`config.mk`:
```
export PLATFORM = sky130hd
export DESIGN_NAME = cmd_deserializer
export DESIGN_NICKNAME = d
export VERILOG_FILES = /design/src/rtl/cmd_deser_pkg.sv /design/src/rtl/crc7_serial.sv /design/src/rtl/cmd_deserializer.sv
export SDC_FILE = /design/constraint.sdc
export NUM_CORES = 1
export LEC_CHECK = 0
export ABC_AREA = 1
export CORE_ASPECT_RATIO = 0.8
export CORE_UTILIZATION = 54
export DETAILED_ROUTE_END_ITERATION = 8
export GPL_TIMING_DRIVEN = 0
export PLACE_DENSITY_LB_ADDON = 0.08
export RECOVER_POWER = 50
export REMOVE_ABC_BUFFERS = 1
export SLEW_MARGIN = 20
export SYNTH_ARGS = -nofsm -noshare
export SYNTH_HDL_FRONTEND = slang
export SYNTH_SLANG_ARGS = --single-unit
```
`constraint.sdc`:
```
create_clock -name clk -period 1.6 [get_ports clk]
set_input_delay 0.32 -clock clk [delete_from_list [all_inputs] [get_ports clk]]
set_output_delay 0.32 -clock clk [all_outputs]
set_load 0.03 [all_outputs]
```
`src/rtl/cmd_deser_pkg.sv`:
```
// cmd_deser_pkg: shared FSM states, CRC7 constants and a clog2 helper for the SD CMD deserializer.
package cmd_deser_pkg;
    typedef enum logic [1:0] {IDLE, WAIT_START, SHIFT} state_e;
    localparam int CRC7_W = 7;
    localparam logic [CRC7_W-1:0] CRC7_POLY = 7'h09;
    function automatic int clog2(input int v);
        int r;
        r = 0;
        for (int i = 0; i < 31; i++) if ((1 << i) < v) r = i + 1;
        return r;
    endfunction
endpackage

```
`src/rtl/crc7_serial.sv`:
```
// crc7_serial: bit-serial CRC7 (x^7+x^3+1, init 0), one bit per bit_en, cleared by clear.
import cmd_deser_pkg::*;
module crc7_serial (
    input  logic              clk,
    input  logic              reset,
    input  logic              clear,
    input  logic              bit_en,
    input  logic              bit_in,
    output logic [CRC7_W-1:0] crc
);
    logic [CRC7_W-1:0] crc_q;
    logic              fb;
    assign fb  = bit_in ^ crc_q[CRC7_W-1];
    assign crc = crc_q;
    always_ff @(posedge clk) begin
        if (reset || clear) crc_q <= '0;
        else if (bit_en) crc_q <= {crc_q[CRC7_W-2:0], 1'b0} ^ (fb ? CRC7_POLY : '0);
    end
endmodule

```
`src/rtl/cmd_deserializer.sv`:
```
// cmd_deserializer: armed serial-to-parallel receiver for the SD CMD line with end-bit, timeout
// and optional CRC7 checking (enabled by defining CMD_DESER_CRC7_EN).
import cmd_deser_pkg::*;
module cmd_deserializer #(
    parameter int   FRAME_W     = 48,
    parameter int   MSB_FIRST   = 1,
    parameter logic START_LVL   = 1'b0,
    parameter int   TIMEOUT_MAX = 64,
    parameter int   TO_W        = 7
) (
    input  logic               clk,
    input  logic               reset,
    input  logic               enable,
    input  logic               input_1,
    input  logic               arm,
    output logic [FRAME_W-1:0] output_n,
    output logic               push,
    output logic               frame_err,
    output logic               crc_err,
    output logic               timeout,
    output logic               busy
);
    localparam int CW = clog2(FRAME_W + 1);
    state_e             state_q;
    logic [CW-1:0]      bit_cnt_q;
    logic [TO_W-1:0]    to_cnt_q;
    logic [FRAME_W-1:0] sr_q, sr_d, out_q;
    logic               push_q, ferr_q, cerr_q, to_q;
    logic               last, arm_ok, crc_fail;
    assign sr_d     = (MSB_FIRST != 0) ? {sr_q[FRAME_W-2:0], input_1} : {input_1, sr_q[FRAME_W-1:1]};
    assign last     = bit_cnt_q == CW'(FRAME_W - 1);
    // push_q marks the cycle the frame is still being handed off, so a coincident arm is dropped
    assign arm_ok   = state_q == IDLE && arm && !push_q;
    assign output_n = out_q;
    assign push     = push_q;
    assign frame_err = ferr_q;
    assign crc_err  = cerr_q;
    assign timeout  = to_q;
    assign busy     = state_q != IDLE;
`ifdef CMD_DESER_CRC7_EN
    logic [CRC7_W-1:0] crc;
    logic              sample, crc_en, crc_chk, crc_bad_q;
    logic [2:0]        crc_sel;
    int                idx;
    always_comb begin
        idx     = (state_q == SHIFT) ? int'(bit_cnt_q) : 0;
        sample  = enable && (state_q == SHIFT || (state_q == WAIT_START && input_1 == START_LVL));
        crc_en  = sample && idx <= FRAME_W - 9;
        crc_chk = sample && idx >= FRAME_W - 8 && idx <= FRAME_W - 2;
        crc_sel = 3'(FRAME_W - 2 - idx);
    end
    crc7_serial u_crc (
        .clk    (clk),
        .reset  (reset),
        .clear  (arm_ok),
        .bit_en (crc_en),
        .bit_in (input_1),
        .crc    (crc)
    );
    // received CRC bits arrive MSB first and are compared one at a time as they stream in
    always_ff @(posedge clk) begin
        if (reset || arm_ok) crc_bad_q <= 1'b0;
        else if (crc_chk && input_1 != crc[crc_sel]) crc_bad_q <= 1'b1;
    end
    assign crc_fail = crc_bad_q;
`else
    assign crc_fail = 1'b0;
`endif
    always_ff @(posedge clk) begin
        if (reset) begin
            state_q   <= IDLE;
            bit_cnt_q <= '0;
            to_cnt_q  <= '0;
            sr_q      <= '0;
            out_q     <= '0;
            push_q    <= 1'b0;
            ferr_q    <= 1'b0;
            cerr_q    <= 1'b0;
            to_q      <= 1'b0;
        end else begin
            push_q <= 1'b0;
            ferr_q <= 1'b0;
            cerr_q <= 1'b0;
            to_q   <= 1'b0;
            case (state_q)
                IDLE: if (arm_ok) begin
                    state_q  <= WAIT_START;
                    to_cnt_q <= '0;
                end
                WAIT_START: if (enable) begin
                    if (input_1 == START_LVL) begin
                        sr_q      <= sr_d;
                        bit_cnt_q <= CW'(1);
                        state_q   <= SHIFT;
                    end else begin
                        to_cnt_q <= to_cnt_q + 1'b1;
                        if (to_cnt_q == TO_W'(TIMEOUT_MAX - 1)) begin
                            to_q    <= 1'b1;
                            state_q <= IDLE;
                        end
                    end
                end
                SHIFT: if (enable) begin
                    sr_q <= sr_d;
                    if (last) begin
                        out_q     <= sr_d;
                        push_q    <= 1'b1;
                        ferr_q    <= input_1 == START_LVL;
                        cerr_q    <= crc_fail;
                        bit_cnt_q <= '0;
                        state_q   <= IDLE;
                    end else bit_cnt_q <= bit_cnt_q + 1'b1;
                end
                default: state_q <= IDLE;
            endcase
        end
    end
endmodule

```
# --- Word level (Yosys, flattened, before mapping) ---
# Cells that the tools add are included.
# W data, S select, Z words.
word_totals:
  input_bits: 5
  output_inout_bits: 53
  reg_bits: 113
classes:
  bitwise_logic: 5
  n_eq_ne: 11
  reduce_logical: 14
  add_sub_neg: 2
  mux: 22
op_table:
  columns: ["op", "count"]
  rows:
  - ["$mux W47", 3]
  - ["$pmux W47 S2", 1]
  - ["$mux W6", 4]
  - ["$mux W7", 3]
  - ["$pmux W7 S2", 1]
  - ["$mux W2", 6]
  - ["$ne A2 B2 Y1 const B", 6]
  - ["$pmux W6 S2", 1]
  - ["$reduce_and A4 Y1", 2]
  - ["$reduce_or A4 Y1", 2]
  - ["$add A7 B1 Y7 const B", 1]
  - ["$eq A7 B6 Y1 const B", 1]
  - ["$add A6 B1 Y6 const B", 1]
  - ["$eq A6 B6 Y1 const B", 1]
  - ["$pmux W2 S3", 1]
  - ["$reduce_bool A2 Y1", 3]
  - ["$not A1 Y1", 5]
  - ["$reduce_and A5 Y1", 1]
  - ["$ne A3 B3 Y1 const B", 1]
  - ["$reduce_and A3 Y1", 1]
  - ["$reduce_or A3 Y1", 1]
  - ["$eq A2 B1 Y1 const B", 1]
  - ["$eq A2 B2 Y1 const B", 1]
  - ["$logic_and A1 B1 Y1", 2]
  - ["other kinds (3)", 4]

# --- Longest topological paths before layout ---
depth:
  word_depth: 5
  ltp_mapped: 11
  ltp_nobuf: 9

# --- Worst setup path after synthesis ---
# No wires, ideal clock.
synth_path:
  path_kind: "reg2reg"
  start: "register bit_cnt_q[0]"
  end: "register out_q[27], in the netlist output_n[27]"
  arrival_time_ns: 1.372
  setup_time_ns: 0.112
  setup_slack_ns: 0.116
  path_stages_with_launch: 11
  n_path_buf: 2
  period_less_slack_ns: 1.484
  path_cell_list: "dfxtp_1 ha_1 nand3_1 nor2_1 nand2_2 nand2_2 inv_2 buf_2 buf_6 nand2_1 nand2_1"
synth_between:
  elab_chain_cells: 2
synth_rtl:
  columns: ["item", "line_no", "source"]
  rows:
  - ["start, declared", "cmd_deserializer.sv:25", "logic [CW-1:0] bit_cnt_q;"]
  - ["start signal, assigned", "cmd_deserializer.sv:112", "end else bit_cnt_q <= bit_cnt_q + 1'b1;"]
  - ["$eq A6 B6 Y1", "cmd_deserializer.sv:31", "assign last = bit_cnt_q == CW'(FRAME_W - 1);"]
  - ["$reduce_and A3 Y1 (no line)", null, null]
  - ["end signal, assigned", "cmd_deserializer.sv:106", "out_q <= sr_d;"]
  - ["end, declared", "cmd_deserializer.sv:27", "logic [FRAME_W-1:0] sr_q, sr_d, out_q;"]
# Every way passes these cells.
# A chain may end at the register's enable or synchronous reset.

# --- Worst setup path in the final report ---
layout_path:
  start: "register out_q[6], in the netlist output_n[6]"
  end: "output output_n[6]"
layout_rtl:
  columns: ["item", "line_no", "source"]
  rows:
  - ["end, declared", "cmd_deserializer.sv:16", "output logic [FRAME_W-1:0] output_n,"]
# No word-level cell between the ends.

==> summary.txt <==
starting density of the core: 0.563
fin crit period: 1560 ps
setup violators final: 0
# DRC: 0
synthesized flop and latch total: 113
most frequent cells in the layout: nand2_1 (186), nor2_1 (112), dfxtp_1 (109)
area delta synth->final: 32.4%
unique cell type count in the Yosys netlist: 23
full die area: 0.00814 mm^2
CTS clock-pin slew for the worst setup and hold paths: 50 ps
H-Tree Depth: 4
Worst EP arrival: 1240 ps
largest net degree at the start of global routing: 57
Hold Buf Count CTS: 0
initial antenna violation count: 0
Nets: 630
Post-Route WL: 10,600 um
Sink Count: 113
Hold Path End: frame_err
CP max stage delay: 400 ps
Max-Cap Viols: 0
CP max FO: 2
Critical Path Source: output_n[6]
Worst EP required: 1280 ps
Worst R2R Setup Slack: 50 ps
row cnt: 28
Port Buffers: 56
vias in the first global route: 3,420
worst hold path type: in2reg
Seq/Total Area, Yosys: 0.538
vias: 3,793
Die Width: 101 um
Net Switching: 2.14 mW
Yosys top cell by area: dfxtp_1
status: finished, final reports clean
Power Internal: 5.96 mW
actual slew at the worst max-slew pin: 498 ps
die height: 80.9 um
Routed wire per std cell: 14.3 um
Max VDD drop: 1.06 mV
Post-Synthesis Cell Area: 0.00420 mm^2
delay-heaviest family, CP: buffers and inverters
Initial DRC Count: 229
commonest non-fill, non-tap cell in the layout: nand2_1
share of the synthesized area in the top cell type: 0.538
worst path cell trace: dlygate4sd2_1
f_max: 0.639 GHz
Slew HR: 0.667
top cells by area, synth: dfxtp_1 (54%), nand2_1 (17%), nor2_1 (10%)
total of warnings raised by yosys: 0
boundary pin count: 58
worst skew pair latency: 510 ps
Power Dens Cells: 1460 mW/mm^2
Reg power frac: 0.402
Critical R2R Launch: bit_cnt_q[0]
Worst R2R Path Depth: 9
Min-Delay Path Depth: 2
Sw Ratio: 0.264
Synth Instances: 559
LEAKAGE: 2.75 nW
GRT Overall Usage: 0.259
Clk network pwr share: 0.484
Core ar.: 0.00746 mm^2
Critical Setup Path Class: reg2out
Vias/cell: 5.12
Detail Placement HPWL: 4880 um
Buf+Inv Stages, Crit Path: 1
Final ANT Viol Nets: 0
Longest Clk Path Bufs: 2
Critical R2R Capture: output_n[31]
slowest stage cell on the critical path: dlygate4sd2_1
Core Util, Final: 0.746
CTS Buf Count: 17
Final Hold Viols: 0
Setup TNS: 0 ps
hold path startpoint: input_1
clock skew: 5.55 ps
RSZ-0062 raised after global routing: yes
Comb power frac: 0.114
Root Buffer: clkbuf_8
Slew Limit Fails: 0
first-pass GRT wire length: 16,100 um
share of layout cells above drive strength 1: 0.121
Startpoint Class: flop
Inserted Diodes: 0
grt total ovfl: 0
TritonCTS clock tree: built
RePlAce Congestion: 0.775
Tcrit/Tclk final: 0.978
Post-Syn Area per Cell: 7.52 um^2
first-pass detailed-route iteration total: 5
Worst setup EP type: output pin
how the worst max path moves through the flow:
stage | slack [ps] | depth (start not counted) | to
6_report | 40 | 1 | output_n[6]
5_1_grt | -20 | 9 | output_n[31]
4_1_cts | 1 | 1 | output_n[3]
3_5_place_dp | -1120 | 6 | output_n[5]
3_3_place_gp | -1570 | 6 | output_n[2]
2_1_floorplan | -330 | 7 | bit_cnt_q[3]
cell type report:
| type | instances | area (um^2) |
|---|---|---|
| Clock buffer | 19 | 442 |
| Clock inverter | 13 | 184 |
| Fill cell | 588 | 1900 |
| Inverter | 26 | 135 |
| Multi-Input combinational cell | 397 | 1770 |
| Sequential cell | 113 | 2270 |
| Tap cell | 105 | 131 |
| Timing Repair Buffer | 61 | 543 |
| Timing Repair inverter | 7 | 88.8 |
power by group through the flow:
stage,combinational [mW],sequential (mW),clock [mW]
global placement,0.759,3.29,0
global route,1.02,3.28,4.10
finish,0.921,3.26,3.92
CTS,0.896,3.25,3.95
detailed placement,0.792,3.29,0
floorplan,0.597,3.25,0
state kept, by name, indices dropped and copies added (netlist names):
name / count
output_n: 48
sr_q: 47
to_cnt_q: 7
bit_cnt_q: 6
state_q: 2
frame_err: 1
push: 1
timeout: 1
cells by family after synthesis:
kind of cell,Yosys count,share of synthesized area
and+or+nand+nor,324,0.304
DFF,113,0.538
AOI/OAI and AO/OA,66,0.0818
buffers and inverters,53,0.0693
adders and majority gates,2,0.00595
other,1,0.000892
cells in the mapped netlist, drive strengths merged:
| master | number |
|---|---|
| conb | 1 |
| dfxtp | 113 |
| a21oi | 12 |
| ha | 2 |
| clkbuf | 7 |
| o21a | 1 |
| buf | 20 |
| nor3 | 1 |
| inv | 26 |
| nand4 | 1 |
| o21ai | 53 |
| nand2 | 191 |
| nor2 | 118 |
| nand3 | 13 |
metrics by stage:
stage               setup slack, ps  cells  cell area, um^2  hold slack (ps)  total power [mW]
floorplan                      -334    532             4010              389              3.85
global placement              -1570    693             4700              433              4.05
detailed placement            -1120    694             4730              428              4.09
CTS                            1.11    734             5420              430              8.09
global route                  -24.5    741             5570              460              8.40
finish                         35.4    741             5570              445              8.10
timing repair:
action                     CTS  global route
pin swaps                    3             3
setup endpoints to repair  151            74
buffers inserted             3             1
resized for setup           76            48
cloned                       5             6
metal layers:
layer | GRT usage | share of wire | wire length (um)
met1 | 0.318 | 0.44 | 4650
met2 | 0.432 | 0.48 | 5110
met3 | 0.0749 | 0.069 | 732
met4 | 0.107 | 0.0090 | 95
met5 | 0 | 0 | 0
(Power assumes the default switching activity.)
==> patch 1: new RTL, same flow settings <==
`FRAME_W`: 48 -> 44.
--- a/src/rtl/cmd_deserializer.sv
+++ b/src/rtl/cmd_deserializer.sv
@@ -4,3 +4,3 @@
 module cmd_deserializer #(
-    parameter int   FRAME_W     = 48,
+    parameter int   FRAME_W     = 44,
     parameter int   MSB_FIRST   = 1,
Ports: changed (resized output_n); port bits go from 58 to 54. The function was not compared with the original's and may differ.
==> patch 1 against the original RTL <==
- worst hold slack improved by 0.0069 ns
- design area shrank 15%
- area after synthesis fell by 5.0%
- core utilization decreased by 7.3 points
- setup slack improved by 0.031 ns
- fmax grew 2.0%
- sequential cell count decreased by 8
- routed wire length decreased by 18%
Power is not compared: it rests on default switching activity, and its combinational part moved more than twofold at a synthesized area within 25%.
==> patch 1: results (changes against the original RTL) <==
detailroute.via_count: 3391  # was 3793
route.layer.met1.wl_um: 4100  # was 4650 um
globalplace.congestion: 0.772  # was 0.775
drt_first_iter_violations: 237  # was 229
clk_pin_slew_ns: 0.09  # was 0.05 ns
top_fanout_value_on_the_critical_path: 46  # was 2
detailroute.wirelength.met3_um: 454  # was 732 um
grt_max_degree: 76  # was 57
drt_wl_total_um: 8660  # was 10600 um
met2_length_um: 4040  # was 5110 um
layout.nets: 573  # was 630
number_of_buffers_added_by_the_clock_tree_synthesis_step: 9  # was 17
ys_seq_area_share_pct: 52.6  # was 53.8%
grt_pass1_vias: 3021  # was 3420
dp_hpwl_um: 4590  # was 4880 um
clk-insertion-delay-late_ns: 0.36  # was 0.51 ns
status: "complete, no violations"  # unchanged
synth_xor_area_share_pct: 0.219  # was 0%
h-tree-depth: 3  # was 4
antenna_violations_before_repair: 0  # unchanged
globalRouteTotalUtil_pct: 21.3  # was 25.9%
vias_per_cell: 5.15  # was 5.12
io_buffer_count: 52  # was 56
post_synth_fa_ha_maj_area_fraction_pct: 0.627  # was 0.595%
placed_cells: 635  # was 694
synthesized_area_per_cell_sq_um: 7.62  # was 7.52 sq um
n_fill_cell: 639  # was 588
final.setup_skew_ns: 0.00898  # was 0.00555 ns
post_route_cells_drive_above_1_share_pct: 7.01  # was 12.1%
buffer_type_at_the_clock_tree_root: "sky130_fd_sc_hd__clkbuf_8"  # unchanged
timing.hold.worst.class: "reg2reg"  # was in2reg
synth.area.top_cells: "sky130_fd_sc_hd__dfxtp_1 (53%), sky130_fd_sc_hd__nand2_1 (12%), sky130_fd_sc_hd__nor2_1 (9.4%)"  # was sky130_fd_sc_hd__dfxtp_1 (54%), sky130_fd_sc_hd__nand2_1 (17%), sky130_fd_sc_hd__nor2_1 (10%)
worst_slew_pin_slew_ns: 0.537  # was 0.498 ns
compound_cell_area_share_of_the_yosys_netlist_pct: 8.02  # was 8.18%
==> patch 1: cell count changes in the layout (fill, tap and decap cells not counted), moves of 4 or more <==
cell / delta
sky130_fd_sc_hd__clkbuf_2: -4
sky130_fd_sc_hd__clkbuf_16: -16
sky130_fd_sc_hd__o21ai_1: +25
sky130_fd_sc_hd__dfxtp_1: -6
sky130_fd_sc_hd__nand2_1: -60
sky130_fd_sc_hd__nor2_1: -12
sky130_fd_sc_hd__clkdlybuf4s15_1: -17
sky130_fd_sc_hd__nand3_1: +43
sky130_fd_sc_hd__dlygate4sd2_1: +19
sky130_fd_sc_hd__o21ai_0: -26
sky130_fd_sc_hd__o21ai_4: -4
sky130_fd_sc_hd__clkbuf_8: +6
==> patch 1: critical path, cell delays in order <==
cell and delay [ns]:
sky130_fd_sc_hd__clkdlybuf4s50_1 0.60, sky130_fd_sc_hd__nor2_2 0.08, sky130_fd_sc_hd__nand2_2 0.21, sky130_fd_sc_hd__nand2_8 0.15, sky130_fd_sc_hd__inv_12 0.20, sky130_fd_sc_hd__nand2_1 0.08, sky130_fd_sc_hd__a21oi_1 0.16
==> patch 1: metal layers <==
layer,vias up,track usage [%]
li1,1746,-
met1,1547,26.9
met2,94,36.1
met3,4,5.90
met4,0,5.37
met5,-,0
==> patch 1: power by group through the flow <==
stage	logic [W]	registers (W)	clock network (W)
after floorplan	0.000221	0.00281	0
after global placement	0.000297	0.00283	0
after detailed placement	0.000314	0.00283	0
after CTS	0.000321	0.00277	0.00163
after global routing	0.000383	0.00278	0.00172
final	0.000343	0.00277	0.00159
==> patch 1: what timing repair did <==
action | 4_1_cts | 5_1_grt
setup endpoints to repair | 140 | 68
pin swaps | 0 | 3
setup buffers | 1 | 2
cloned | 0 | 4
gates resized for setup | 60 | 13
==> patch 1: path summary, 6_finish.rpt <==
path	startpoint	to	slack, ns	depth (start not counted)
worst max-delay path	input_1	bit_cnt_q[5]	0.07	7
worst min register to register	sr_q[42]	output_n[43]	0.45	2
worst min-delay path	sr_q[42]	output_n[43]	0.45	2
worst max register to register	bit_cnt_q[1]	output_n[0]	0.09	7
==> patch 1: layout make-up <==
| type | instances | area share (%) |
|---|---|---|
| timing repair buffer | 56 | 10.8 |
| clock buffer | 12 | 2.86 |
| inverter | 27 | 2.83 |
| clock inverter | 4 | 1.14 |
| multi-input combinational | 366 | 35.2 |
| sequential | 105 | 44.5 |
| tap | 87 | 2.30 |
| timing repair inverter | 1 | 0.344 |
==> patch 1: per-stage QoR <==
step | cell area [sq um] | power, W
6_report | 4730 | 0.00470
5_1_grt | 4730 | 0.00488
4_1_cts | 4620 | 0.00472
3_5_place_dp | 4450 | 0.00314
3_3_place_gp | 4420 | 0.00312
2_1_floorplan | 3790 | 0.00303
==> patch 2: new RTL, same settings <==
Made on the original files. Re-encode `state_e` (3 states) as one-hot, 3 bits wide.
--- a/src/rtl/cmd_deser_pkg.sv
+++ b/src/rtl/cmd_deser_pkg.sv
@@ -2,3 +2,3 @@
 package cmd_deser_pkg;
-    typedef enum logic [1:0] {IDLE, WAIT_START, SHIFT} state_e;
+    typedef enum logic [2:0] {IDLE = 3'b001, WAIT_START = 3'b010, SHIFT = 3'b100} state_e;
     localparam int CRC7_W = 7;
Check against the original RTL: no difference found for any inputs over 10 cycles, from zero or initial values and one cycle with reset high; not proved beyond that.
==> patch 2 against the original RTL <==
- routed wire length up 21%
- the run now ends with design-rule violations, negative setup slack left
- sequential cell count grew 1
- setup slack worse by 0.085 ns
- sequential share of layout area is 2.5 points lower
- design area rose by 7.7%
- area after synthesis grew 0.39%
Power is not compared: it rests on default switching activity, and its combinational part moved more than twofold at a synthesized area within 25%.
==> patch 2: results (changes against the original RTL) <==
layout.area.seq_sq_mm: 0.00229  # was 0.00227 sq mm
post-route-drc-count: 1  # was 0
post_synth_fa_ha_maj_area_fraction_pct: 0.593  # was 0.595%
met2_usage_pct: 48.1  # was 43.2%
layout.nets: 652  # was 630
area_share_clock_buf_inv_pct: 11.0  # was 11.2%
vias_per_cell: 5.56  # was 5.12
multi_input_comb_area_sq_mm: 0.00191  # was 0.00177 sq mm
postCtsResizedCells: 87  # was 76
met1_usage_pct: 36.7  # was 31.8%
cts_setup_buffers: 13  # was 3
timing.hold.worst_endpoint: "output_n[13]"  # was frame_err
peak_per_stage_delay_on_the_critical_path_ns: 0.36  # was 0.40 ns
grt_pass1_vias: 3639  # was 3420
netlist_top_cells_count: "sky130_fd_sc_hd__nand2_1 (182), sky130_fd_sc_hd__dfxtp_1 (114), sky130_fd_sc_hd__nor2_1 (110)"  # was sky130_fd_sc_hd__nand2_1 (186), sky130_fd_sc_hd__nor2_1 (114), sky130_fd_sc_hd__dfxtp_1 (113)
top_fanout_value_on_the_critical_path: 6  # was 2
grt_max_degree: 55  # was 57
worst_hold_slack_ns: 0.445  # about the same
num-clock-buffers: 24  # was 19
worstSetupPathType: "reg2reg"  # was reg2out
critPathArrivalTime_ns: 2.12  # was 1.24 ns
status: "finished with violations"  # was complete, no violations
worst_slew_pin_slew_ns: 0.693  # was 0.498 ns
met2_length_um: 6110  # was 5110 um
ys_seq_area_share_pct: 54.1  # was 53.8%
violations_in_the_final_reports: "design-rule violations, negative setup slack"
timing.final.setup_violations: 43  # was 0
globalRouteTotalUtil_pct: 29.5  # was 25.9%
grt_first_pass_wirelength_um: 18100  # was 16100 um
setup_ws_ns: -0.0499  # was 0.0354 ns
route.layer.met1.wl_um: 5220  # was 4650 um
drtPass1Iterations: 8  # was 5
## patch 2: changes by cell type after synthesis, sizes merged, moves of 3 or more
| cell | unedited run | this run |
|---|---|---|
| nand4 | 1 | 4 |
| clkbuf | 7 | 13 |
| nor2 | 118 | 113 |
| nand2 | 191 | 185 |
| nor3 | 1 | 4 |
| buf | 20 | 14 |
| nand3 | 13 | 21 |
## patch 2: metrics by stage
stage,std cells,setup TNS [ns],setup WS (ns),cell area (sq um),total power [W]
4_1_cts,753,0,0.00155,5740,0.00739
3_3_place_gp,699,-121.79,-1.28,4750,0.00318
3_5_place_dp,700,-118.06,-1.22,4790,0.00319
2_1_floorplan,538,-28.56,-0.419,4060,0.00311
5_1_grt,763,-2.95,-0.0964,5990,0.00759
6_report,763,-0.793,-0.0499,5990,0.00745
## patch 2: critical path: cells and delay by family (launching register included)
kind | cells | cell delay [ns]
and+or+nand+nor | 7 | 0.75
DFF | 1 | 0.36
buffers and inverters | 2 | 0.30
adders and majority gates | 1 | 0.16
